## config.mk

```make
export PLATFORM = sky130hd
export DESIGN_NAME = carpma_hakemi_flat
export DESIGN_NICKNAME = d
export VERILOG_FILES = /design/src/rtl/carpma_hakemi_if.sv /design/src/rtl/carpma_hakemi.sv /design/src/flat_wrapper.sv
export SDC_FILE = /design/constraint.sdc
export NUM_CORES = 1
export LEC_CHECK = 0
export ABC_AREA = 1
export CAP_MARGIN = 20
export CORE_MARGIN = 2
export CORE_UTILIZATION = 40
export DETAILED_ROUTE_END_ITERATION = 8
export HOLD_SLACK_MARGIN = 0.15
export PLACE_DENSITY_LB_ADDON = 0.1
export SLEW_MARGIN = 5
export SYNTH_ARGS = -nofsm -noshare
export SYNTH_HDL_FRONTEND = slang
export SYNTH_SLANG_ARGS = --single-unit
```

## constraint.sdc

```tcl
create_clock -name clk_i -period 1.98 [get_ports clk_i]
set_input_delay 0.495 -clock clk_i [delete_from_list [all_inputs] [get_ports clk_i]]
set_output_delay 0.495 -clock clk_i [all_outputs]
set_load 0.02 [all_outputs]
```

## src/rtl/carpma_hakemi_if.sv

```systemverilog
// carpma_hakemi_if: request, multiplier and per-port result signals of the shared multiply arbiter
interface carpma_hakemi_if #(
    parameter int VERI_BIT = 32
);
    logic                cek0_gecerli_i, cek1_gecerli_i;
    logic                cek0_hazir_o, cek1_hazir_o;
    logic [1:0]          cek0_islem_i, cek1_islem_i;
    logic [VERI_BIT-1:0] cek0_deger1_i, cek0_deger2_i, cek1_deger1_i, cek1_deger2_i;
    logic                carp_gecerli_o;
    logic [1:0]          carp_islem_o;
    logic [VERI_BIT-1:0] carp_deger1_o, carp_deger2_o;
    logic [VERI_BIT-1:0] carp_sonuc_i;
    logic                sonuc0_gecerli_o, sonuc1_gecerli_o;
    logic [VERI_BIT-1:0] sonuc0_o, sonuc1_o;
    logic                mesgul_o;

    modport slave (
        input  cek0_gecerli_i, cek1_gecerli_i, cek0_islem_i, cek1_islem_i,
        input  cek0_deger1_i, cek0_deger2_i, cek1_deger1_i, cek1_deger2_i,
        input  carp_sonuc_i,
        output cek0_hazir_o, cek1_hazir_o,
        output carp_gecerli_o, carp_islem_o, carp_deger1_o, carp_deger2_o,
        output sonuc0_gecerli_o, sonuc1_gecerli_o, sonuc0_o, sonuc1_o, mesgul_o
    );

    modport master (
        output cek0_gecerli_i, cek1_gecerli_i, cek0_islem_i, cek1_islem_i,
        output cek0_deger1_i, cek0_deger2_i, cek1_deger1_i, cek1_deger2_i,
        output carp_sonuc_i,
        input  cek0_hazir_o, cek1_hazir_o,
        input  carp_gecerli_o, carp_islem_o, carp_deger1_o, carp_deger2_o,
        input  sonuc0_gecerli_o, sonuc1_gecerli_o, sonuc0_o, sonuc1_o, mesgul_o
    );
endinterface

```

## src/rtl/carpma_hakemi.sv

```systemverilog
// carpma_hakemi: round-robin arbiter sharing one pipelined multiplier between core and accelerator,
// with a latency-matched tag pipeline routing each result back to its issuing port.
module carpma_hakemi #(
    parameter int GECIKME  = 3,
    parameter int VERI_BIT = 32
) (
    input  logic           clk_i,
    input  logic           rst_ni,
    input  logic           durdur_i,
    input  logic           temizle_i,
    carpma_hakemi_if.slave b
);
    logic                son_izin, port_r, sec1, acik, h0, h1, kabul;
    logic                carp_v, s0_v, s1_v, cik_v, cik_p;
    logic [1:0]          carp_op;
    logic [VERI_BIT-1:0] carp_d1, carp_d2, s0, s1;
    logic [GECIKME-1:0]  tag_v, tag_p;

    assign acik  = rst_ni & ~durdur_i & ~temizle_i;
    // under contention the port that did not win last time is granted
    assign sec1  = b.cek1_gecerli_i & (~b.cek0_gecerli_i | ~son_izin);
    assign h0    = acik & b.cek0_gecerli_i & ~sec1;
    assign h1    = acik & sec1;
    assign kabul = h0 | h1;
    assign cik_v = tag_v[GECIKME-1];
    assign cik_p = tag_p[GECIKME-1];

    always_ff @(posedge clk_i or negedge rst_ni) begin
        if (!rst_ni) begin
            son_izin <= 1'b1;
            port_r   <= 1'b0;
            carp_v   <= 1'b0;
            carp_op  <= '0;
            carp_d1  <= '0;
            carp_d2  <= '0;
            tag_v    <= '0;
            tag_p    <= '0;
            s0_v     <= 1'b0;
            s1_v     <= 1'b0;
            s0       <= '0;
            s1       <= '0;
        end else if (temizle_i) begin
            carp_v <= 1'b0;
            tag_v  <= '0;
            s0_v   <= 1'b0;
            s1_v   <= 1'b0;
        end else if (!durdur_i) begin
            carp_v <= kabul;
            if (kabul) begin
                son_izin <= sec1;
                port_r   <= sec1;
                carp_op  <= sec1 ? b.cek1_islem_i  : b.cek0_islem_i;
                carp_d1  <= sec1 ? b.cek1_deger1_i : b.cek0_deger1_i;
                carp_d2  <= sec1 ? b.cek1_deger2_i : b.cek0_deger2_i;
            end
            tag_v <= GECIKME'({tag_v, carp_v});
            tag_p <= GECIKME'({tag_p, port_r});
            s0_v  <= cik_v & ~cik_p;
            s1_v  <= cik_v & cik_p;
            if (cik_v & ~cik_p) s0 <= b.carp_sonuc_i;
            if (cik_v & cik_p) s1 <= b.carp_sonuc_i;
        end
    end

    assign b.cek0_hazir_o     = h0;
    assign b.cek1_hazir_o     = h1;
    assign b.carp_gecerli_o   = carp_v;
    assign b.carp_islem_o     = carp_op;
    assign b.carp_deger1_o    = carp_d1;
    assign b.carp_deger2_o    = carp_d2;
    assign b.sonuc0_gecerli_o = s0_v;
    assign b.sonuc1_gecerli_o = s1_v;
    assign b.sonuc0_o         = s0;
    assign b.sonuc1_o         = s1;
    assign b.mesgul_o         = carp_v | (|tag_v);
endmodule

```

## src/flat_wrapper.sv

```systemverilog
// flat-port wrapper written by rule: the top's interface ports become plain ports
module carpma_hakemi_flat 
#(
    parameter int GECIKME  = 3,
    parameter int VERI_BIT = 32
)
  (clk_i, rst_ni, durdur_i, temizle_i, b_cek0_gecerli_i, b_cek1_gecerli_i, b_cek0_islem_i, b_cek1_islem_i, b_cek0_deger1_i, b_cek0_deger2_i, b_cek1_deger1_i, b_cek1_deger2_i, b_carp_sonuc_i, b_cek0_hazir_o, b_cek1_hazir_o, b_carp_gecerli_o, b_carp_islem_o, b_carp_deger1_o, b_carp_deger2_o, b_sonuc0_gecerli_o, b_sonuc1_gecerli_o, b_sonuc0_o, b_sonuc1_o, b_mesgul_o);
  carpma_hakemi_if #(.VERI_BIT(VERI_BIT)) b_i ();
  input  logic clk_i;
  input  logic rst_ni;
  input  logic durdur_i;
  input  logic temizle_i;
  input wire logic [$bits(b_i.cek0_gecerli_i)-1:0] b_cek0_gecerli_i;
  input wire logic [$bits(b_i.cek1_gecerli_i)-1:0] b_cek1_gecerli_i;
  input wire logic [$bits(b_i.cek0_islem_i)-1:0] b_cek0_islem_i;
  input wire logic [$bits(b_i.cek1_islem_i)-1:0] b_cek1_islem_i;
  input wire logic [$bits(b_i.cek0_deger1_i)-1:0] b_cek0_deger1_i;
  input wire logic [$bits(b_i.cek0_deger2_i)-1:0] b_cek0_deger2_i;
  input wire logic [$bits(b_i.cek1_deger1_i)-1:0] b_cek1_deger1_i;
  input wire logic [$bits(b_i.cek1_deger2_i)-1:0] b_cek1_deger2_i;
  input wire logic [$bits(b_i.carp_sonuc_i)-1:0] b_carp_sonuc_i;
  output wire logic [$bits(b_i.cek0_hazir_o)-1:0] b_cek0_hazir_o;
  output wire logic [$bits(b_i.cek1_hazir_o)-1:0] b_cek1_hazir_o;
  output wire logic [$bits(b_i.carp_gecerli_o)-1:0] b_carp_gecerli_o;
  output wire logic [$bits(b_i.carp_islem_o)-1:0] b_carp_islem_o;
  output wire logic [$bits(b_i.carp_deger1_o)-1:0] b_carp_deger1_o;
  output wire logic [$bits(b_i.carp_deger2_o)-1:0] b_carp_deger2_o;
  output wire logic [$bits(b_i.sonuc0_gecerli_o)-1:0] b_sonuc0_gecerli_o;
  output wire logic [$bits(b_i.sonuc1_gecerli_o)-1:0] b_sonuc1_gecerli_o;
  output wire logic [$bits(b_i.sonuc0_o)-1:0] b_sonuc0_o;
  output wire logic [$bits(b_i.sonuc1_o)-1:0] b_sonuc1_o;
  output wire logic [$bits(b_i.mesgul_o)-1:0] b_mesgul_o;
  assign b_i.cek0_gecerli_i = b_cek0_gecerli_i;
  assign b_i.cek1_gecerli_i = b_cek1_gecerli_i;
  assign b_i.cek0_islem_i = b_cek0_islem_i;
  assign b_i.cek1_islem_i = b_cek1_islem_i;
  assign b_i.cek0_deger1_i = b_cek0_deger1_i;
  assign b_i.cek0_deger2_i = b_cek0_deger2_i;
  assign b_i.cek1_deger1_i = b_cek1_deger1_i;
  assign b_i.cek1_deger2_i = b_cek1_deger2_i;
  assign b_i.carp_sonuc_i = b_carp_sonuc_i;
  assign b_cek0_hazir_o = b_i.cek0_hazir_o;
  assign b_cek1_hazir_o = b_i.cek1_hazir_o;
  assign b_carp_gecerli_o = b_i.carp_gecerli_o;
  assign b_carp_islem_o = b_i.carp_islem_o;
  assign b_carp_deger1_o = b_i.carp_deger1_o;
  assign b_carp_deger2_o = b_i.carp_deger2_o;
  assign b_sonuc0_gecerli_o = b_i.sonuc0_gecerli_o;
  assign b_sonuc1_gecerli_o = b_i.sonuc1_gecerli_o;
  assign b_sonuc0_o = b_i.sonuc0_o;
  assign b_sonuc1_o = b_i.sonuc1_o;
  assign b_mesgul_o = b_i.mesgul_o;
  carpma_hakemi #(.GECIKME(GECIKME), .VERI_BIT(VERI_BIT)) u_core (.clk_i(clk_i), .rst_ni(rst_ni), .durdur_i(durdur_i), .temizle_i(temizle_i), .b(b_i));
endmodule
```

---- Word level (Yosys, flattened, before mapping) ----
Cells that the tools add are included.
storage, ports and cells
  bits in registers ....................... 141
  input port bits ......................... 170
  output and inout port bits .............. 136
  logic and storage cells ................. 46
cells by class
  eq/ne operators ......................... 1
  mux-type cells .......................... 11
  bitwise operators ....................... 17
  reduce and logical (&&, ||, !) cells .... 5
operator list
  kind                number
  $mux 32             2
  $reduce_and 3->1    3
  $and 1x1->1         8
  $mux 1              6
  $mux 3              2
  $not 1->1           6
  $or 1x1->1          3
  $reduce_or 3->1     1
  $mux 2              1
  $ne 2x1->1 const B  1
  $reduce_and 2->1    1

---- Longest topological paths before layout ----
Gate-level depths: netlist of the first run.
  word-level depth ........................ 8
  mapped depth ............................ 8

---- Worst setup path after synthesis of the first run ----
No wires, ideal clock.
  path kind ............................... input -> output
  start ................................... input port temizle_i
  end ..................................... output port b_cek0_hazir_o
  arrival ................................. 1.318 ns
  path slack .............................. 0.167 ns
  stages on the path ...................... 4
  cells stage by stage .................... nor2_4 > nand3_1 > buf_2 > nor2_1
between the ends
  cells in the longest elaborated chain, start to end .. 4
ends and longest elaborated chain
  item                       RTL line             source
  start: declaration         flat_wrapper.sv:12   input logic temizle_i;
  $not 1->1 (no line)        n/a
  $and 1x1->1                carpma_hakemi.sv:19  assign acik = rst_ni & ~durdur_i & ~temizle_i;
  $and 1x1->1 (2 in series)  carpma_hakemi.sv:22  assign h0 = acik & b.cek0_gecerli_i & ~sec1;
  end: declaration           flat_wrapper.sv:22   output wire logic [$bits(b_i.cek0_hazir_o)-1:0] b_cek0_hazir_o;
Every way passes these cells.

---- Worst setup path after layout of the first run ----
  start ................................... input port b_cek0_gecerli_i
  end ..................................... output port b_cek0_hazir_o
between the ends
  cells in the longest elaborated chain, start to end .. 5
  elaborated cells between the ends (all ways) .. 6
ends and longest elaborated chain
  item                RTL line             source
  start: declaration  flat_wrapper.sv:13   input wire logic [$bits(b_i.cek0_gecerli_i)-1:0] b_cek0_gecerli_i;
  $not 1->1           carpma_hakemi.sv:21  assign sec1 = b.cek1_gecerli_i & (~b.cek0_gecerli_i | ~son_izin);
  $or 1x1->1          carpma_hakemi.sv:21
  $and 1x1->1         carpma_hakemi.sv:21
  $not 1->1           carpma_hakemi.sv:22
  $and 1x1->1 *       carpma_hakemi.sv:22
Every way passes the cells marked *; elsewhere a longest branch is shown, timed or not.

==> results.md, run 1 <==
* Status: finished, final reports clean
* Placer Congestion at 0.8023
* Warnings, synthesis at 0
* Slew HR at 0.4992
* I/O Pins at 306
* GR Overflow Total at 0
* Worst EP arrival at 1.45 ns
* Slew @ Worst Pin at 0.7513 ns
* RSZ-0062 raised after global routing: yes
* Top layer in use: met4
* Clock buffer depth at 2
* Logic pwr share at 0.257
* DRT met1 WL at 7.790 mm
* Max-slew violations at 0
* End of the worst register-to-register path: u_core.b.carp_deger2_o[7]
* Die area at 16860 sq um
* Final ANT Viol Nets at 0
* Clk_lat worst skew at 0.42 ns
* Switching Share at 0.2924
* Reg2reg path depth at 7
* Slowest CP cell: clkdlybuf4s50_1
* Reg clk slew, reported paths at 0.06 ns
* PD cells at 867.0 nW/um^2
* R2R setup slack at 0.22 ns
* Initial DRC count at 354
* Endpoints failing hold at 0
* Mapped cell area at 6334 sq um
* Tightest Hold Check Type: in2async
* Synth top area cells: dfrtp_1, nand2_1, nand3_1
* Reg power frac at 0.386
* Most frequent cells in the layout: nand2_1, clkdlybuf4s50_1, dfrtp_1, nand3_1, o21ai_0
* Share of the synthesized area in the top cell type at 0.5531
* Min Tclk post-route at 1.943 ns
* Most common cell after layout, fill and taps aside: nand2_1
* Core Region at 15310 sq um
* Seq cells post-synth at 141
* CP Launch Type: input pin
* FMAX at 514.7 MHz
* Vias/cell at 4.726
* Area leader, netlist: dfrtp_1
* Met3 WL at 1.572 mm
* Post-synthesis sequential area ratio at 0.5573
* DP Wirelength at 12.94 mm
* Placed instance area at 9618 sq um
* Vias at 6201
* IO Port Bufs at 305
* Initial core utilization at 0.4136
* CTS tree: done
* Leak pwr at 5.011 nW
* Non-Filler Instances at 1312
* Fin crit share at 0.9812
* Largest net degree at the start of global routing at 141
* Clock share of power at 0.357
* Area growth syn-to-layout at 61.46%
* DRC errors left at 0
* GRT Total Usage at 0.2297
* CTS Sinks at 141
* Reg-to-Reg Start: u_core.son_izin
* Fin area at 10230 sq um
* CP Max Fanout at 2
* Clk root buf: clkbuf_16
* Drt total wl at 19.10 mm
* Syn_area_per_cell at 7.937 sq um
* Critical-path cell list: clkdlybuf4s50_1 -> nand2_2 -> nand2_2 -> inv_2 -> nor2_2 -> buf_4
* Most used cell, CP: nand2_2
* Worst vdd ir at 0.6247 mV
* Ratio of cells with drive above 1 in the final layout at 0.06091
* Cells after synthesis at 798
* Critical Path RT at 1.48 ns
* Chip Height at 129.8 microns
* Int Pwr at 6.273 mW
* CTS buffer count at 17
* Wire per inst at 14.55 microns
* Worst setup margin at 0.03719 ns
* Initial antenna violation count at 1
* Syn_nets at 968
* DP Worst Slack at -0.4141 ns
* Post-layout net count at 1257
* Overall power at 8.866 mW
* Pre-antenna DRT Iters at 4
* DR WL met2 at 9.218 mm
* Final setup viols at 0
* Type of the worst setup path: in2out
* CTS H-Tree Depth at 4
* Die width at 129.8 microns
* Count of different cell masters after synthesis at 18
* Global-route wire length before repair at 30.22 mm
* Cells after DPL at 1278
* Max Cap Viol at 0
* Critical path endpoint category: output port
* Psw at 2.593 mW
* Vias in the first global route at 6111
* Number of cell rows at 45
* Critical path's largest stage delay at 0.49 ns
* Skew final at 0.005480 ns
* FILL cells at 1358
## registers in the layout, summed over array words and instances (netlist names), 2 cells and up
signal and count:
u_core.b.sonuc0_o 32, u_core.b.sonuc1_o 32, u_core.tag_p 3, u_core.tag_v 3
u_core.b.carp_deger1_o 32, u_core.b.carp_deger2_o 32, u_core.b.carp_islem_o 2
## synthesized netlist by cell type
cell      count
nand2_1     344
dfrtp_1     140
nand3_1     135
o21ai_0      59
inv_1        45
buf_2        30
clkbuf_1     16
o21ai_1       8
buf_1         5
buf_4         5
o22ai_1       3
nor2_1        2
a21oi_2       1
dfstp_2       1
nand2_2       1
nand4_1       1
nor2_4        1
o211ai_1      1
## kinds of logic after synthesis
group,synth area share
AND/OR/NAND/NOR,0.3155
flip-flops,0.5573
buffers and inverters,0.06875
AO/OA/AOI/OAI,0.05848
## what timing repair did
action | in CTS | in global routing
gates resized for setup | 8 | 3
hold buffers | 1 | 0
hold endpoints to repair | 1 | 0
endpoints found under the setup margin | 3 | 51
setup buffers | 0 | 0
cloned | 0 | 0
## power groups by stage
stage / clock (mW) / sequential [mW] / combinational (mW)
after floorplan: 0 / 3.88 / 0.586
after global placement: 0 / 3.46 / 2.29
after detailed placement: 0 / 3.47 / 2.30
after CTS: 3.23 / 3.43 / 2.31
after global routing: 3.35 / 3.47 / 2.48
final: 3.16 / 3.43 / 2.28
## critical path, delay by kind of cell
kind                   cells  cell delay, ns
buffers and inverters      3            0.70
AND/OR/NAND/NOR            3            0.25
## metal layers
layer,vias to the layer above,track usage
met4,0,0.09108
met2,219,0.3822
met3,30,0.08118
met5,-,0
li1,3112,-
met1,2840,0.2733
## metrics by stage
| stage | utilization | hold slack (ns) | setup TNS, ns |
|---|---|---|---|
| detailed placement | 0.6280 | 0.4584 | -26.07 |
| finish | 0.6677 | 0.3456 | 0 |
| global placement | 0.6280 | 0.4555 | -23.73 |
| global route | 0.6677 | 0.4049 | -0.0001454 |
| CTS | 0.6676 | 0.4053 | -0.03693 |
| floorplan | - | 0.1994 | 0 |
## layout make-up
class | count | area, sq um | area share
Clock inverter | 13 | 141.4 | 0.01383
Clock buffer | 19 | 452.9 | 0.04429
Antenna cell | 1 | 2.502 | 0.0002447
Sequential cell | 141 | 3530 | 0.3452
Tap cell | 211 | 264.0 | 0.02582
Inverter | 45 | 168.9 | 0.01652
Timing Repair Buffer | 326 | 3268 | 0.3196
Multi-Input combinational cell | 556 | 2399 | 0.2346
## worst max path at each step
| stage | startpoint | end | slack, ns |
|---|---|---|---|
| CTS | b_cek0_gecerli_i | b_cek1_hazir_o | -0.04 |
| global placement | b_cek0_gecerli_i | b_cek1_hazir_o | -0.41 |
| global route | b_cek0_gecerli_i | b_cek1_hazir_o | -0.0001 |
| floorplan | temizle_i | b_cek0_hazir_o | 0.17 |
| finish | b_cek0_gecerli_i | b_cek0_hazir_o | 0.04 |
| detailed placement | b_cek0_gecerli_i | b_cek1_hazir_o | -0.41 |
(Power assumes the default switching activity.)
==> inputs of run 2 (changes only) <==
- GPL_TIMING_DRIVEN: default -> 0
- clock period: 1.98 -> 1.96 ns (I/O delays scaled with it)
==> run 2 against run 1 <==
Non-clock buffer count up 50. First-iteration DRC count down 3.4%. Register-to-register slack about the same. Total power rose by 3.0%. Global-route usage is 2.4 points higher. Combinational power increased by 5%. Sequential power increased by 1%. Clock skew is 0.0059 ns higher. Sequential share of layout area is 1.1 points lower. Hold slack worse by 0.20 ns. Die area unchanged. Critical path type is now reg2out. Critical endpoint is now b_carp_deger1_o[3]. Highest routed layer is now met5.
==> results.md, run 2 (synthesis gave the netlist of run 1 again) <==
* CTS Sinks at 141
* Final setup viols at 0
* I/O Pins at 306
* Critical Path RT at 1.47 ns
* Worst EP arrival at 1.44 ns
* Most used routing layer in global routing: met2
* Die width at 129.8 microns
* Buf/Inv on CP at 1
* Psw at 2.678 mW
* Clk root buf: clkbuf_16
* CTS buffer count at 17
* Initial core utilization at 0.4136
* Fin crit share at 0.9847
* Int Pwr at 6.451 mW
* Global-route wire length before repair at 32.60 mm
* Number of cell rows at 45
* Area growth syn-to-layout at 66.71%
* Pre-antenna DRT Iters at 5
* Placer Congestion at 0.8341
* Met1 Use GR at 0.2793
* Non-Filler Instances at 1363
* Type of the worst setup path: reg2out
* CTS tree: done
* Logic pwr share at 0.262
* Critical path endpoint category: output port
* Initial DRC count at 342
* Slew @ Worst Pin at 0.8019 ns
* Clk_lat worst skew at 0.43 ns
* GRT Total Usage at 0.2538
* Skew final at 0.01137 ns
* Final ANT Viol Nets at 0
* Vias in the first global route at 6489
* Clock buffer depth at 2
* Reg2reg path depth at 10
* Chip Height at 129.8 microns
* Routing usage on met2 at 0.4478
* Met3 usage at 0.09184
* Wire per inst at 15.35 microns
* Clock share of power at 0.357
* Worst vdd ir at 0.6408 mV
* CP Launch Type: register
* Vias/cell at 4.737
* Most frequent cells in the layout: nand2_1, clkdlybuf4s50_1, dfrtp_1, nand3_1, o21ai_0
* Critical path's largest stage delay at 0.65 ns
* Slowest CP cell: clkdlybuf4s50_1
* FILL cells at 1372
* Reg power frac at 0.381
* Ratio of cells with drive above 1 in the final layout at 0.07739
* End of the worst register-to-register path: u_core.b.carp_deger1_o[27]
* Core Region at 15310 sq um
* R2R setup slack at 0.22 ns
* IO Port Bufs at 305
* Family with the most delay on the worst path: buffers and inverters
* Endpoints failing hold at 0
* Critical-path cell list: clkdlybuf4s50_1
* Slew HR at 0.4637
* Tightest Hold Check Type: in2async
* GR Overflow Total at 0
* Initial antenna violation count at 3
* Cells after DPL at 1315
* Overall power at 9.129 mW
* Die area at 16860 sq um
* Post-layout net count at 1307
* Drt total wl at 20.92 mm
* Max Cap Viol at 0
* PD cells at 864.5 nW/um^2
* DP Wirelength at 15.23 mm
* Vias at 6456
* Fin area at 10560 sq um
* Max-slew violations at 0
* Status: finished, final reports clean
* CP Max Fanout at 2
* Min Tclk post-route at 1.930 ns
* FMAX at 518.1 MHz
* Switching Share at 0.2933
* Reg-to-Reg Start: u_core.son_izin
* Leak pwr at 5.283 nW
* Largest net degree at the start of global routing at 41
* Most common cell after layout, fill and taps aside: nand2_1
* Placed instance area at 9679 sq um
* CTS H-Tree Depth at 4
* DRC errors left at 0
* Reg clk slew, reported paths at 0.06 ns
[run 2: cell count changes in the layout (fill, tap and decap cells not counted), sizes merged]
cell	delta
buf	+27
clkbuf	+15
clkdlybuf4s50	-8
dlymetal6s2s	+7
bufbuf	+3
dlygate4sd3	+3
dlygate4sd2	+2
bufinv	+1
clkinv	+1
clkinvlp	-1
diode	+1
[run 2: repair_timing]
item                       4_1_cts  5_1_grt
pin swaps                        3        2
hold buffers                     6        0
gates cloned                     3        0
hold endpoints to repair        80        0
gates resized for setup         27        7
setup endpoints to repair       71       12
setup buffers                    4        3
[run 2: stage by stage]
| step | setup TNS (ns) | hold WS, ns | util | setup slack, ns |
|---|---|---|---|---|
| global route | -0.003007 | 0.1525 | 0.6895 | -0.003007 |
| floorplan | 0 | 0.1944 | - | 0.1574 |
| finish | 0 | 0.1433 | 0.6895 | 0.02998 |
| detailed placement | -44.33 | 0.4641 | 0.6320 | -1.431 |
| CTS | 0 | 0.1541 | 0.6865 | 0.006186 |
| global placement | -1206.60 | 0.4541 | 0.6301 | -7.150 |
[run 2: layout make-up]
type,count,area [sq um],area share
repair buffers,322,3332,0.3156
clock buffers,18,429.2,0.04064
clock inverters,14,170.2,0.01612
flip-flops and latches,141,3530,0.3343
multi-input cells,556,2404,0.2276
plain buffers,54,256.5,0.02429
diodes,2,5.005,0.0004740
inverters,45,168.9,0.01600
well taps,211,264.0,0.02500
[run 2: worst max path at each step]
stage                              start            endpoint  slack, ns  depth (start not counted)
2_1_floorplan                  temizle_i      b_cek0_hazir_o       0.16                          4
3_3_place_gp                      rst_ni      b_cek0_hazir_o      -7.15                          5
3_5_place_dp                      rst_ni      b_cek0_hazir_o      -1.43                          6
4_1_cts                        temizle_i      b_cek0_hazir_o      0.006                          5
5_1_grt                  u_core.son_izin      b_cek1_hazir_o     -0.003                          6
6_report       u_core.b.carp_deger1_o[3]  b_carp_deger1_o[3]       0.03                          1
[run 2: power groups by stage]
stage / Clock, mW / Sequential, mW / Combinational (mW)
after global routing: 3.44 / 3.52 / 2.60
after detailed placement: 0 / 3.52 / 2.34
final: 3.26 / 3.48 / 2.39
after CTS: 3.29 / 3.48 / 2.41
after floorplan: 0 / 3.92 / 0.592
after global placement: 0 / 3.51 / 2.32
[run 2: per-layer routing]
metal  up-vias  wire [microns]
li1       3222               -
met5         -              13
met1      2988            8046
met3        35            1741
met4         2             518
met2       209           10600
==> inputs of run 3 (changes only) <==
- GPL_TIMING_DRIVEN: 0 -> default
==> run 3 against run 2 <==
Count of clock-buffer cells in the layout increased by 1. Total power decreased by 0.85%. Utilization decreased by 2.1 points. Final cell count decreased by 3.8%. Setup slack improved by 0.010 ns. First-iteration DRC count increased by 6.4%. Combinational power decreased by 4%. Sequential share of layout area increased by 1.0 points. Critical endpoint is now b_carp_deger2_o[9]. Largest cell class is now sequential cells.
==> results.md, run 3 (synthesis gave the netlist of run 1 again) <==
* Critical path endpoint category: output port
* Drt total wl at 19.14 mm
* Final setup viols at 0
* Placer Congestion at 0.8128
* Clk_lat worst skew at 0.41 ns
* Vias in the first global route at 5973
* Number of cell rows at 45
* GR Overflow Total at 0
* Critical-path cell list: clkdlybuf4s50_1
* Reg clk slew, reported paths at 0.06 ns
* CTS Sinks at 141
* FMAX at 520.8 MHz
* Critical Path RT at 1.47 ns
* Initial antenna violation count at 1
* Max Cap Viol at 0
* Skew final at 0.003787 ns
* Overall power at 9.051 mW
* Core Region at 15310 sq um
* CP Max Fanout at 2
* Endpoints failing hold at 0
* Critical path's largest stage delay at 0.65 ns
* Top layer in use: met5
* Final ANT Viol Nets at 0
* Pre-antenna DRT Iters at 4
* Post-layout net count at 1257
* Largest net degree at the start of global routing at 141
* CP startpoint: u_core.b.carp_deger2_o[9]
* PD cells at 883.6 nW/um^2
* Most common cell after layout, fill and taps aside: nand2_1
* Wire per inst at 14.60 microns
* Buf/Inv on CP at 1
* Area growth syn-to-layout at 61.73%
* I/O Pins at 306
* Status: finished, final reports clean
* Most frequent cells in the layout: nand2_1, clkdlybuf4s50_1, dfrtp_1, nand3_1, o21ai_0
* Max-slew violations at 0
* Fin area at 10240 sq um
* Placed instance area at 9618 sq um
* Die area at 16860 sq um
* Reg2reg path depth at 7
* Met3 WL at 1.726 mm
* GRT Total Usage at 0.2305
* DR WL met2 at 9.401 mm
* Worst EP arrival at 1.43 ns
* Fin crit share at 0.9796
* Type of the worst setup path: reg2out
* Tightest Hold Check Type: in2async
* Clk root buf: clkbuf_16
* Initial core utilization at 0.4136
* Postcts setup bufs at 0
* DRT met1 WL at 7.517 mm
* Vias/cell at 4.766
* Slew HR at 0.5032
* Clock buffer depth at 2
* ANT cells at 0
* DP Wirelength at 12.89 mm
* Reg-to-Reg Start: u_core.son_izin
* CP Launch Type: register
* Worst vdd ir at 0.6848 mV
* CTS buffer count at 17
* Die width at 129.8 microns
* Chip Height at 129.8 microns
* End of the worst register-to-register path: u_core.b.carp_deger2_o[9]
* Leak pwr at 5.027 nW
* Initial DRC count at 364
* Family with the most delay on the worst path: buffers and inverters
* Vias at 6248
* CTS tree: done
* FILL cells at 1322
* Slew @ Worst Pin at 0.7452 ns
* Slowest CP cell: clkdlybuf4s50_1
* Min Tclk post-route at 1.920 ns
* Ratio of cells with drive above 1 in the final layout at 0.06000
* CTS H-Tree Depth at 4
* IO Port Bufs at 305
* DRC errors left at 0
* Global-route wire length before repair at 30.23 mm
* R2R setup slack at 0.18 ns
==> run 3: cell count changes in the layout (fill, tap and decap cells not counted), moves of 4 or more <==
| cell | change |
|---|---|
| buf_1 | -5 |
| clkdlybuf4s50_1 | +7 |
| dlymetal6s2s_1 | -6 |
| buf_2 | -27 |
| buf_6 | +4 |
| clkbuf_1 | -16 |
==> run 3: worst max-delay path by stage <==
stage | end | slack (ns) | cells after the start
after floorplan | b_cek0_hazir_o | 0.16 | 4
final | b_carp_deger2_o[9] | 0.04 | 1
after global routing | b_cek0_hazir_o | -0.009 | 5
after CTS | u_core.b.carp_deger2_o[16] | 0.01 | 8
after global placement | b_cek1_hazir_o | -0.42 | 7
after detailed placement | b_cek1_hazir_o | -0.43 | 7
==> run 3: where the power goes <==
part           leakage, nW  internal (mW)  total (mW)  switching [mW]
registers             1.87           3.27        3.46           0.192
clock network        0.286           2.04        3.29            1.25
logic                 2.87           1.12        2.30            1.18
==> run 3: cell type report <==
cell class                      instances  area, sq um  area share
Sequential cell                       141         3530      0.3446
Clock inverter                         13        165.2     0.01612
Inverter                               45        168.9     0.01649
Clock buffer                           19        442.9     0.04324
Timing Repair Buffer                  326         3274      0.3197
Multi-Input combinational cell        556         2399      0.2342
Tap cell                              211        264.0     0.02577
==> run 3: routing by layer <==
layer / vias to the layer above / global-route usage
li1: 3112 / -
met1: 2867 / 0.2723
met5: - / 0
met4: 2 / 0.08792
met3: 34 / 0.08077
met2: 233 / 0.3884
==> run 3: what timing repair did <==
action                     4_1_cts  5_1_grt
hold endpoints to repair         1        0
setup endpoints to repair        3       68
pin swaps                        1        1
hold buffers                     1        0
gates resized for setup          9        4
==> run 3: stage by stage <==
| stage | hold WS (ns) | instances | setup TNS [ns] | utilization | worst slack, ns |
|---|---|---|---|---|---|
| after floorplan | 0.1944 | 798 | 0 | - | 0.1574 |
| after global placement | 0.4538 | 1278 | -24.86 | 0.6280 | -0.4175 |
| after detailed placement | 0.4596 | 1278 | -27.79 | 0.6280 | -0.4287 |
| after CTS | 0.4064 | 1311 | 0 | 0.6681 | 0.009821 |
| after global routing | 0.4297 | 1311 | -0.01746 | 0.6689 | -0.009451 |
| final | 0.3826 | 1311 | 0 | 0.6689 | 0.03998 |
